### src/rtl/lsu_dm_port.sv
// Load/store unit to data-memory port: one request at a time, aligned accesses in one
// memory cycle, unaligned ones split into per-byte cycles, illegal sizes answered with an error.
module lsu_dm_port (
  input  logic        clk,
  input  logic        reset,
  input  logic        req_valid,
  output logic        req_ready,
  input  logic        req_we,
  input  logic [1:0]  req_size,
  input  logic        req_signed,
  input  logic [31:0] req_addr,
  input  logic [31:0] req_wdata,
  output logic        resp_valid,
  output logic [31:0] resp_rdata,
  output logic        resp_err,
  output logic        dm_we,
  output logic [3:0]  dm_be,
  output logic [10:0] dm_a,
  output logic [31:0] dm_wd,
  input  logic [31:0] dm_rd
);

  typedef enum logic [1:0] {
    S_IDLE = 2'd0,
    S_ACC  = 2'd1,
    S_BYTE = 2'd2,
    S_RESP = 2'd3
  } state_t;

  state_t      state_q, state_d;
  logic        we_q, we_d;
  logic [1:0]  size_q, size_d;
  logic        sgn_q, sgn_d;
  logic [12:0] addr_q, addr_d;
  logic [31:0] wdata_q, wdata_d;
  logic [1:0]  k_q, k_d;
  logic [31:0] asm_q, asm_d;
  logic        req_ready_q, req_ready_d;
  logic        resp_valid_q, resp_valid_d;
  logic [31:0] resp_rdata_q, resp_rdata_d;
  logic        resp_err_q, resp_err_d;
  logic        dm_we_q, dm_we_d;
  logic [3:0]  dm_be_q, dm_be_d;
  logic [10:0] dm_a_q, dm_a_d;
  logic [31:0] dm_wd_q, dm_wd_d;
  logic [1:0]  ea_lo_s;
  logic [12:0] ea_next_s;
  logic        unused_s;

  assign unused_s = ^req_addr[31:13];

  function automatic logic [3:0] onehot4(input logic [1:0] off);
    case (off)
      2'd0:    onehot4 = 4'b0001;
      2'd1:    onehot4 = 4'b0010;
      2'd2:    onehot4 = 4'b0100;
      default: onehot4 = 4'b1000;
    endcase
  endfunction

  function automatic logic [7:0] lane8(input logic [31:0] w, input logic [1:0] off);
    case (off)
      2'd0:    lane8 = w[7:0];
      2'd1:    lane8 = w[15:8];
      2'd2:    lane8 = w[23:16];
      default: lane8 = w[31:24];
    endcase
  endfunction

  function automatic logic [31:0] extend(input logic [1:0] size, input logic sgn,
                                         input logic [31:0] v);
    case (size)
      2'b00:   extend = {{24{sgn & v[7]}}, v[7:0]};
      2'b01:   extend = {{16{sgn & v[15]}}, v[15:0]};
      default: extend = v;
    endcase
  endfunction

  // Next state, operand latching and load assembly; memory-port and response
  // outputs are derived from the next state so they come straight from flops.
  always_comb begin
    state_d  = state_q;
    we_d     = we_q;
    size_d   = size_q;
    sgn_d    = sgn_q;
    addr_d   = addr_q;
    wdata_d  = wdata_q;
    k_d      = k_q;
    asm_d    = asm_q;
    ea_lo_s  = addr_q[1:0] + k_q;
    case (state_q)
      S_IDLE: begin
        if (req_valid) begin
          we_d    = req_we;
          size_d  = req_size;
          sgn_d   = req_signed;
          addr_d  = req_addr[12:0];
          wdata_d = req_wdata;
          k_d     = 2'd0;
          asm_d   = 32'd0;
          if (req_size == 2'b11) begin
            state_d = S_RESP;
          end else if ((req_size == 2'b10 && req_addr[1:0] != 2'b00) ||
                       (req_size == 2'b01 && req_addr[0])) begin
            state_d = S_BYTE;
          end else begin
            state_d = S_ACC;
          end
        end else begin
          state_d = S_IDLE;
        end
      end
      S_ACC: begin
        state_d = S_RESP;
        case (size_q)
          2'b10:   asm_d = dm_rd;
          2'b01:   asm_d = addr_q[1] ? {16'd0, dm_rd[31:16]} : {16'd0, dm_rd[15:0]};
          default: asm_d = {24'd0, lane8(dm_rd, addr_q[1:0])};
        endcase
      end
      S_BYTE: begin
        asm_d[{k_q, 3'b000} +: 8] = lane8(dm_rd, ea_lo_s);
        if ((size_q == 2'b10 && k_q == 2'd3) || (size_q != 2'b10 && k_q == 2'd1)) begin
          state_d = S_RESP;
        end else begin
          k_d = k_q + 2'd1;
        end
      end
      S_RESP:  state_d = S_IDLE;
      default: state_d = S_IDLE;
    endcase

    req_ready_d  = (state_d == S_IDLE);
    resp_valid_d = (state_d == S_RESP);
    resp_err_d   = (state_d == S_RESP) && (size_d == 2'b11);
    if (state_d == S_RESP && size_d != 2'b11 && !we_d) begin
      resp_rdata_d = extend(size_d, sgn_d, asm_d);
    end else begin
      resp_rdata_d = 32'd0;
    end

    // Effective address wraps inside the 8 KB window by 13-bit truncation.
    ea_next_s = addr_d + {11'd0, k_d};
    dm_we_d   = 1'b0;
    dm_be_d   = 4'b0000;
    dm_a_d    = 11'd0;
    dm_wd_d   = 32'd0;
    case (state_d)
      S_ACC: begin
        dm_a_d = addr_d[12:2];
        if (we_d) begin
          dm_we_d = 1'b1;
          case (size_d)
            2'b10: begin
              dm_be_d = 4'b1111;
              dm_wd_d = wdata_d;
            end
            2'b01: begin
              dm_be_d = addr_d[1] ? 4'b1100 : 4'b0011;
              dm_wd_d = {16'd0, wdata_d[15:0]};
            end
            default: begin
              dm_be_d = onehot4(addr_d[1:0]);
              dm_wd_d = {24'd0, wdata_d[7:0]};
            end
          endcase
        end else begin
          dm_we_d = 1'b0;
        end
      end
      S_BYTE: begin
        dm_a_d = ea_next_s[12:2];
        if (we_d) begin
          dm_we_d = 1'b1;
          dm_be_d = onehot4(ea_next_s[1:0]);
          dm_wd_d = {24'd0, wdata_d[{k_d, 3'b000} +: 8]};
        end else begin
          dm_we_d = 1'b0;
        end
      end
      default: dm_we_d = 1'b0;
    endcase
  end

  // State and registered outputs, asynchronously cleared.
  always_ff @(posedge clk or posedge reset) begin
    if (reset) begin
      state_q      <= S_IDLE;
      we_q         <= 1'b0;
      size_q       <= 2'b00;
      sgn_q        <= 1'b0;
      addr_q       <= 13'd0;
      wdata_q      <= 32'd0;
      k_q          <= 2'd0;
      asm_q        <= 32'd0;
      req_ready_q  <= 1'b1;
      resp_valid_q <= 1'b0;
      resp_rdata_q <= 32'd0;
      resp_err_q   <= 1'b0;
      dm_we_q      <= 1'b0;
      dm_be_q      <= 4'b0000;
      dm_a_q       <= 11'd0;
      dm_wd_q      <= 32'd0;
    end else begin
      state_q      <= state_d;
      we_q         <= we_d;
      size_q       <= size_d;
      sgn_q        <= sgn_d;
      addr_q       <= addr_d;
      wdata_q      <= wdata_d;
      k_q          <= k_d;
      asm_q        <= asm_d;
      req_ready_q  <= req_ready_d;
      resp_valid_q <= resp_valid_d;
      resp_rdata_q <= resp_rdata_d;
      resp_err_q   <= resp_err_d;
      dm_we_q      <= dm_we_d;
      dm_be_q      <= dm_be_d;
      dm_a_q       <= dm_a_d;
      dm_wd_q      <= dm_wd_d;
    end
  end

  assign req_ready  = req_ready_q;
  assign resp_valid = resp_valid_q;
  assign resp_rdata = resp_rdata_q;
  assign resp_err   = resp_err_q;
  assign dm_we      = dm_we_q;
  assign dm_be      = dm_be_q;
  assign dm_a       = dm_a_q;
  assign dm_wd      = dm_wd_q;

endmodule

### config.mk
export PLATFORM = sky130hd
export DESIGN_NAME = lsu_dm_port
export DESIGN_NICKNAME = d
export VERILOG_FILES = /design/src/rtl/lsu_dm_port.sv
export SDC_FILE = /design/constraint.sdc
export NUM_CORES = 1
export LEC_CHECK = 0
export CAP_MARGIN = 30
export CORE_ASPECT_RATIO = 1.4
export CORE_MARGIN = 1.5
export CORE_UTILIZATION = 45
export CTS_CLUSTER_SIZE = 40
export DETAILED_ROUTE_END_ITERATION = 8
export GPL_TIMING_DRIVEN = 1
export PLACE_DENSITY = 0.72
export SETUP_SLACK_MARGIN = 0.5
export SYNTH_ARGS = -nofsm -noshare
export SYNTH_HDL_FRONTEND = slang
export SYNTH_SLANG_ARGS = --single-unit
export TNS_END_PERCENT = 50
### constraint.sdc
create_clock -name clk -period 15.24 [get_ports clk]
set_input_delay 1.524 -clock clk [delete_from_list [all_inputs] [get_ports clk]]
set_output_delay 1.524 -clock clk [all_outputs]
set_load 0.03 [all_outputs]
==> flow_summary.ini, run 1 <==
[power_and_ir_drop]
powerDensity_nw_per_um2 = 216
ir_worst_vdd_mv = 0.119
p_total_w = 0.00240
power.static_leakage_nw = 5.03

[timing]
fmax_mhz = 200
tns_ps = 0
maxSlewHeadroom = 0.307
worst_clock_skew_ps = 7.87
finalHoldViolCount = 0
tightest_slew_ps = 1040
report.final.slew_viol_count = 0
fin_crit_ps = 5010
setup_viol = 0
finalCritPeriodShare = 0.329
rsz0062_at_grt = no

[setup_path]
slowest_delay_ps = 520
cp_top_family = buffers and inverters
crit_chain = clkdlybuf4s50_1 > nand2b_1 > o21ai_0 > a22oi_1 > buf_4 > inv_1 > ha_1 > inv_1 > fa_1 > a21oi_1 > nor4b_1 > xnor2_1 > o22ai_1
crit_buf_inv = 4
start_kind = primary input
cp_max_fo = 16
cp_slowest_cell = clkdlybuf4s50_1
cp.arrival_ps = 5320
critPathMostFrequentCell = inv_1
end_kind = register
crit_type = primary input to register
required_ps = 15550

[placement]
port_buffers = 166
dp_hpwl_um = 17200
place_congestion = 0.907

[grt]
grt-ovfl-total = 0
grt_max_degree = 104
grt_antenna_before_repair = 1
gr-usage-all-layers = 0.247
grt_pass1_wl_um = 38400
first_global_vias = 7325

[yosys]
netlist.area_leader.share = 0.484
ys_seq_area_frac = 0.487
synth_enable_flop_cells = 0
synth_area_leaders = dfrtp_1, mux2i_1, ha_1
synth_fp_nets = 983
syn_area_um2 = 8630
ys_seq_elements = 168
synth_area_per_cell_um2 = 10.1
yosys-top-cells-count = dfrtp_1, mux2i_1, nand2_1, nor2_1, inv_1
async_flop_share = 1.00
ys.flop_type = dfrtp_1
yosysMostFrequentCell = dfrtp_1
synth_cells = 855
synth.distinct_cells = 61
synth_top_area_cell = dfrtp_1
ys_warn_count = 0

[clock_network]
cts_tree = yes
cts_buffers = 17
cts_hold_buf = 0
root_buffer = clkbuf_16
cts_htree_levels = 4
cts-resized-gates = 0
cts.clk_slew.worst_paths_ps = 70
post_cts_buffers = 0
cts_max_path_buffers = 2
worstSkewPairLatency_ps = 430
cts_sinks = 168

[drt]
wl_um = 24300
vias_per_cell = 5.75
postRouteAntennaNets = 0
vias = 7245
routedWlPerCell_um = 19.3
dr.pass1.iters = 5
drtIter0Drc = 499
drc = 0

[die]
die_area_um2 = 20000
ios = 186
die_x_um = 120
initial_utilization = 0.462
core_area_um2 = 18700
die_h_um = 167
rows = 59

[status]
outcome = completed

[final_layout]
fillerInstances = 1609
drive_above_1_share = 0.0739
final_util = 0.595
fin_nets = 1130
syn_to_final_growth_pct = 28.7

[worst_hold_path]
holdCritPathClass = register to register

[run]
drv_cap = 0
layer usage:
layer  vias to the layer above  track usage  wire (um)
met3                        67       0.0603       1660
met4                         0        0.105        966
met5                         -            0          0
li1                       3354            -          -
met1                      3542        0.294       9370
met2                       282        0.423      12300
layout by cell type (no fill, tap or decap), drive strengths merged, types with 4 or more instances in the layout:
| cell | n |
|---|---|
| clkbuf | 17 |
| nor2b | 30 |
| o211ai | 14 |
| nand4 | 4 |
| nand2 | 61 |
| a31oi | 8 |
| a32oi | 4 |
| a22o | 7 |
| a21oi | 48 |
| ha | 24 |
| dfrtp | 167 |
| and2 | 7 |
| mux2i | 66 |
| a22oi | 19 |
| a211oi | 6 |
| o211a | 9 |
| nand3b | 6 |
| a221oi | 9 |
| a21o | 4 |
| buf | 8 |
| clkdlybuf4s50 | 166 |
| clkinv | 8 |
| nand2b | 9 |
| nor3 | 28 |
| xnor2 | 11 |
| inv | 61 |
| nor2 | 61 |
| o31ai | 9 |
| nand3 | 23 |
| o21ai | 43 |
| o221ai | 7 |
| o22ai | 13 |
| mux2 | 18 |
cells by family after synthesis:
group           count (synthesis)  synth area share
fa+ha+maj                      25            0.0371
compound gates                219             0.174
flops                         168             0.487
xor+xnor                       12            0.0138
mux                            86             0.105
buf+inv                       101            0.0464
simple gates                  244             0.137
registers in the layout, indices dropped and copies added (netlist names):
| register | flops |
|---|---|
| addr_q | 13 |
| asm_q | 32 |
| dm_a | 11 |
| dm_be | 4 |
| dm_wd | 32 |
| dm_we | 1 |
| k_q | 2 |
| req_ready | 1 |
| resp_err | 1 |
| resp_rdata | 32 |
| resp_valid | 1 |
| sgn_q | 1 |
| size_q | 2 |
| state_q | 2 |
| wdata_q | 32 |
| we_q | 1 |
area by class of cell:
| cell class | instances | area, um2 | share of cell area |
|---|---|---|---|
| multi-input combinational | 586 | 4030 | 0.363 |
| tap | 244 | 305 | 0.0275 |
| antenna | 1 | 2.50 | 0.000225 |
| clock inverter | 15 | 180 | 0.0162 |
| timing repair buffer | 174 | 1750 | 0.157 |
| clock buffer | 17 | 425 | 0.0383 |
| sequential | 168 | 4210 | 0.379 |
| inverter | 55 | 211 | 0.0190 |
report_power, final:
part           switching (W)  internal, W  leakage, nW
Sequential         0.0000544     0.000575         2.21
Combinational       0.000841     0.000498         2.52
Clock               0.000209     0.000221        0.289
path summary, 6_finish.rpt:
kind                            startpoint          to  slack [ps]  cells after the start
worst max-delay path             req_valid     dm_a[8]       10230                     13
worst min-delay path            wdata_q[1]  wdata_q[1]         500                      1
worst max register to register      k_q[1]     dm_a[8]       11040                     14
worst min register to register  wdata_q[1]  wdata_q[1]         500                      1
max in group asynchronous            reset   asm_q[19]       12180                      3
min in group asynchronous            reset   dm_wd[22]        1660                      2
stage by stage:
stage          hold slack (ps)  instance area (um2)  worst slack [ps]  std cells
2_1_floorplan              462                 8630              9170        855
3_3_place_gp               475                10500              9770       1225
3_5_place_dp               480                10500              9790       1227
4_1_cts                    498                11100             10230       1259
5_1_grt                    506                11100              9880       1260
6_report                   496                11100             10230       1260
Note: power is estimated with default switching activity, not from simulation.
==> run 2, diff against run 1 <==
- clock period: 15.24 -> 4.8 ns (I/O delays scaled with it)
==> run 2 against run 1 <==
Compared with the run above:
- sequential cell count did not move
- critical path type is now register to register
- worst setup slack worse by 9300 ps
- routed wire length fell by 0.89%
- clock-buffer cell count is the same
- clock power increased to 3.2 times the previous value
- non-clock buffer count grew 8
- highest routed layer unchanged
- die area stayed put
==> flow_summary.ini, run 2 (synthesis results as in run 1) <==
[die]
die_area_um2 = 20000
die_h_um = 167
rows = 59
initial_utilization = 0.462
core_area_um2 = 18700
die_x_um = 120
ios = 186

[timing]
report.final.slew_viol_count = 0
fmax_mhz = 261
worst_slack_ps = 973
tns_ps = 0
maxSlewHeadroom = 0.308
worst_clock_skew_ps = 10.5
finalHoldViolCount = 0
setup_viol = 0
hold-worst-slack_ps = 496
fin_crit_ps = 3830
finalCritPeriodShare = 0.797
rsz0062_at_grt = no
tightest_slew_ps = 1030

[setup_path]
reg2reg_from = k_q[1]
required_ps = 5110
startpoint = k_q[1]
reg2reg_slack_ps = 970
cp.arrival_ps = 4140
slowest_delay_ps = 560
timing.rr.end = dm_a[8]
end_kind = register
critPathMostFrequentCell = inv_1
cp_slowest_cell = dfrtp_1
worstRegToRegCells = 15
crit_type = register to register
cp-endpoint = dm_a[8]
crit_chain = inv_1 > ha_1 > mux2_2 > xnor2_1 > a22oi_1 > buf_4 > inv_1 > buf_4 > ha_1 > inv_1 > fa_1 > a21oi_1 > nor4b_1 > xnor2_1 > o22ai_1
cp_max_fo = 16
start_kind = register

[drt]
routedWlPerCell_um = 19.0
vias = 7211
wl_um = 24100
drc = 0
drtIter0Drc = 563
dr.pass1.iters = 5
postRouteAntennaNets = 0
vias_per_cell = 5.69

[clock_network]
cts_sinks = 168
cts.clk_slew.worst_paths_ps = 70
cts_htree_levels = 4
worstSkewPairLatency_ps = 440
root_buffer = clkbuf_16
cts_tree = yes
cts_max_path_buffers = 2
post_cts_buffers = 0
cts-resized-gates = 0
cts_buffers = 17
cts_hold_buf = 0

[final_layout]
n_antenna_cell = 0
final_common_cell = dfrtp_1
fin_nets = 1138
final_util = 0.597
layout_common_cells = dfrtp_1, clkdlybuf4s50_1, mux2i_1, nor2_1, nand2_1
syn_to_final_growth_pct = 29.2
drive_above_1_share = 0.0811

[grt]
grt_pass1_wl_um = 38300
grt_max_degree = 169
grt_antenna_before_repair = 0
first_global_vias = 7270
gr-usage-all-layers = 0.246
grt-ovfl-total = 0

[power_and_ir_drop]
power.static_leakage_nw = 5.05
powerDensity_nw_per_um2 = 685
power_frac_comb = 0.558
pwr-share-clk = 0.180
p_sw_frac = 0.457
p_sw_w = 0.00349
p_total_w = 0.00764
seq_power_share = 0.262
ir_worst_vdd_mv = 0.331
p_int_w = 0.00414

[placement]
port_buffers = 166
place_congestion = 0.941
dp_slack_ps = 753
dp_hpwl_um = 17100

[status]
outcome = completed

[worst_hold_path]
holdCritPathClass = register to register

[run]
drv_cap = 0
[run 2: changes by cell type in the layout (fill, tap and decap cells not counted)]
| cell | change |
|---|---|
| buf_12 | +1 |
| diode_2 | -1 |
| buf_8 | -1 |
| buf_16 | -1 |
| inv_6 | -2 |
| inv_8 | +1 |
| clkinv_4 | -1 |
| clkinvlp_4 | +2 |
| buf_4 | +9 |
[run 2: routing by layer]
layer | up-vias | global-route usage | share of wire
met5 | - | 0 | 0
met4 | 0 | 0.111 | 0.042
met3 | 58 | 0.0572 | 0.063
met2 | 266 | 0.421 | 0.50
met1 | 3521 | 0.292 | 0.39
li1 | 3366 | - | -
[run 2: critical path: cells and delay by family (launching register included)]
family | cells | cell delay, ps
mux | 1 | 280
buf+inv | 5 | 770
fa+ha+maj | 3 | 810
compound gates | 3 | 590
flops | 1 | 560
xor+xnor | 2 | 310
simple gates | 1 | 380
[run 2: worst min path at each step]
stage                          start         end  slack (ps)  cells after the start
after global routing      wdata_q[1]  wdata_q[1]         520                      1
after detailed placement  wdata_q[6]  wdata_q[6]         480                      1
after global placement    wdata_q[6]  wdata_q[6]         480                      1
final                     wdata_q[6]  wdata_q[6]         500                      1
after floorplan             asm_q[1]    asm_q[1]         460                      2
after CTS                 wdata_q[6]  wdata_q[6]         500                      1
[run 2: per-stage QoR]
stage               area (um2)  instances
finish                   11200       1267
global route             11200       1267
CTS                      11200       1267
detailed placement       10500       1235
global placement         10500       1235
floorplan                 8640        855
[run 2: power groups by stage]
stage / registers (W) / clock network [W] / logic (W)
after floorplan: 0.00218 / 0 / 0.00285
after global placement: 0.00201 / 0 / 0.00416
after detailed placement: 0.00203 / 0 / 0.00423
after CTS: 0.00200 / 0.00139 / 0.00426
after global routing: 0.00205 / 0.00146 / 0.00467
final: 0.00200 / 0.00137 / 0.00427
[run 2: area by class of cell]
class	count	area, um2
multi-input combinational	586	4030
sequential	168	4210
inverter	55	210
clock buffer	17	425
tap	244	305
timing repair buffer	182	1790
clock inverter	15	181
fill	1581	7530
==> edit: new RTL, flow settings as in run 1 <==
`resp_rdata_q` no longer has a reset.
--- a/src/rtl/lsu_dm_port.sv
+++ b/src/rtl/lsu_dm_port.sv
@@ -197,3 +197,2 @@
       resp_valid_q <= 1'b0;
-      resp_rdata_q <= 32'd0;
       resp_err_q   <= 1'b0;
@@ -214,3 +213,2 @@
       resp_valid_q <= resp_valid_d;
-      resp_rdata_q <= resp_rdata_d;
       resp_err_q   <= resp_err_d;
@@ -221,2 +219,6 @@
     end
+  end
+
+  always_ff @(posedge clk) begin
+    resp_rdata_q <= resp_rdata_d;
   end
Behaviour: differs if reset is asserted again (counterexample within 4 cycles, from zero or initial values and one cycle with reset high); with reset held inactive, the same outputs for 4 cycles.
==> edit against run 1 <==
  * Register-to-register slack got worse by 0.13 ns
  * Non-clock buffer count decreased by 3
  * Routed wire length decreased by 3.9%
  * Count of clock-buffer cells in the layout increased by 1
  * Power decreased by 4.4%
  * Area after synthesis decreased by 4.0%
  * Final cell count decreased by 4.1%
  * Fmax decreased by 3.7%
  * Worst hold slack got worse by 0.00071 ns
  * Setup slack got worse by 0.19 ns
  * Via count decreased by 4.9%
  * Sequential cell count unchanged
  * Final area decreased by 3.1%
  * Critical path type unchanged
  * Highest routed layer unchanged
==> edit: results (changes against run 1) <==
ant diodes=0 (-1); compound-gate portion of the synthesized area=0.189 (+0.0153); Post-Synth Adder-Cell Area=0.0387 (+0.00156); outcome=finished, final reports clean; reg2reg end=dm_wd[29]$_DFF_PP0_; post-DP HPWL=17.1 mm (-0.56%); Async S/R FF share, synth=0.810 (-0.190); DR WL met3=1.53 mm (-7.8%); wire length of the first global-routing pass=37.1 mm (-3.6%); P_leak=4.73 nW (-5.9%); post-synthesis mux area share=0.111 (+0.00578); Port Buffers=166 (unchanged); 1st-iter DRT viols=352 (-29%); number of global-route vias before repair=7058 (-3.6%); worst reg-to-reg setup slack=10.91 ns (-0.13 ns); dominant cells by area after synthesis=dfrtp_1, dfxtp_1, mux2i_1; share of cells above drive strength 1=0.0837 (+0.00979); initial antenna violation count=0 (-1); Crit path max-delay family=simple AND/OR/NAND/NOR gates; NumNets Final=1083 (-4.2%); hold path endpoint=wdata_q[0]$_DFF_PP0_; Cell variety after synth=68 (+11%); Crit-path slowest cell=nand3_1; wire per inst=19.4 um (+0.29%); Fill cells=1610 (+0.062%); Seq/Total Area, Yosys=0.488 (+0.00112); drt first pass iters=5 (unchanged); WL met1=8.79 mm (-6.2%); All-Layer GR Usage=0.248 (+0.000331); Reg2Reg Depth=10 (-4); Clock Path Buffers=2 (unchanged); via count=6890 (-4.9%); RD Place Congestion=0.938 (+3.4%); XOR/XNOR Fraction of Synth Area=0.0113 (-0.00244); skew final=0.0134 ns (+0.00553 ns); VDD IR max=0.117 mV (-1.5%); largest net degree at the start of global routing=55 (-47%); TritonCTS buffer count=17 (unchanged); Pint=0.00127 W (-2.0%); Post-Syn Nets=933 (-5.1%); R2R Path Start=state_q[0]$_DFF_PP0_; hold wc startpoint=wdata_q[0]$_DFF_PP0_; Critical Path Fanout Max=51 (+35); Critical Path AT=5.55 ns (+0.23 ns); met2 WL post-DR=12.0 mm (-2.3%); commonest cells in the netlist=dfrtp_1, o21ai_0, nand2_1; clock slew at reported path FFs=0.07 ns (about the same); post-CTS sizing=0 (unchanged); Min-Delay Path Class=reg2reg; postcts setup bufs=0 (unchanged); CP max stage delay=0.69 ns (+0.17 ns); slew of the pin with the lowest slew margin=0.893 ns (-0.144 ns)
[edit: cell type report]
type                            count  area share
Clock inverter                     14      0.0165
Timing Repair Buffer              171       0.162
Inverter                           52      0.0186
Tap cell                          240      0.0279
Sequential cell                   168       0.376
Clock buffer                       18      0.0399
Multi-Input combinational cell    545       0.360
[edit: per-layer routing]
metal / global-route usage / up-vias
li1: - / 3206
met1: 0.274 / 3352
met2: 0.434 / 266
met3: 0.0667 / 66
met4: 0.134 / 0
met5: 0 / -
[edit: stage by stage]
stage	util	hold slack (ns)	setup slack, ns	cell area (um^2)	cells
final	0.598	0.496	10.04	10800	1208
after global routing	0.598	0.513	9.67	10800	1208
after CTS	0.598	0.499	9.96	10800	1208
after detailed placement	0.564	0.481	9.50	10200	1176
after global placement	0.561	0.475	9.58	10100	1174
after floorplan	-	0.466	10.08	8280	805
[edit: worst max path at each step]
stage                         start                  end  slack, ns  cells past startpoint
after CTS                 req_valid  dm_wd[29]$_DFF_PP0_       9.96                     10
after global routing      req_valid  dm_wd[21]$_DFF_PP0_       9.67                     10
final                     req_valid  dm_wd[29]$_DFF_PP0_      10.04                      9
after detailed placement  req_valid  dm_wd[29]$_DFF_PP0_       9.50                     10
after floorplan               reset  addr_q[0]$_DFF_PP0_      10.08                      1
after global placement    req_valid  dm_wd[21]$_DFF_PP0_       9.58                     10
[edit: logic make-up after synthesis]
kind of cell | after synthesis
compound gates | 228
mux | 88
fa+ha+maj | 25
buf+inv | 92
flops | 168
xor+xnor | 9
simple gates | 195
[edit: power by group through the flow]
stage	clock network, W	registers [W]	logic (W)
after floorplan	0	0.000696	0.000796
after global placement	0	0.000647	0.00117
after detailed placement	0	0.000651	0.00120
after CTS	0.000445	0.000644	0.00121
after global routing	0.000465	0.000658	0.00132
final	0.000438	0.000643	0.00121
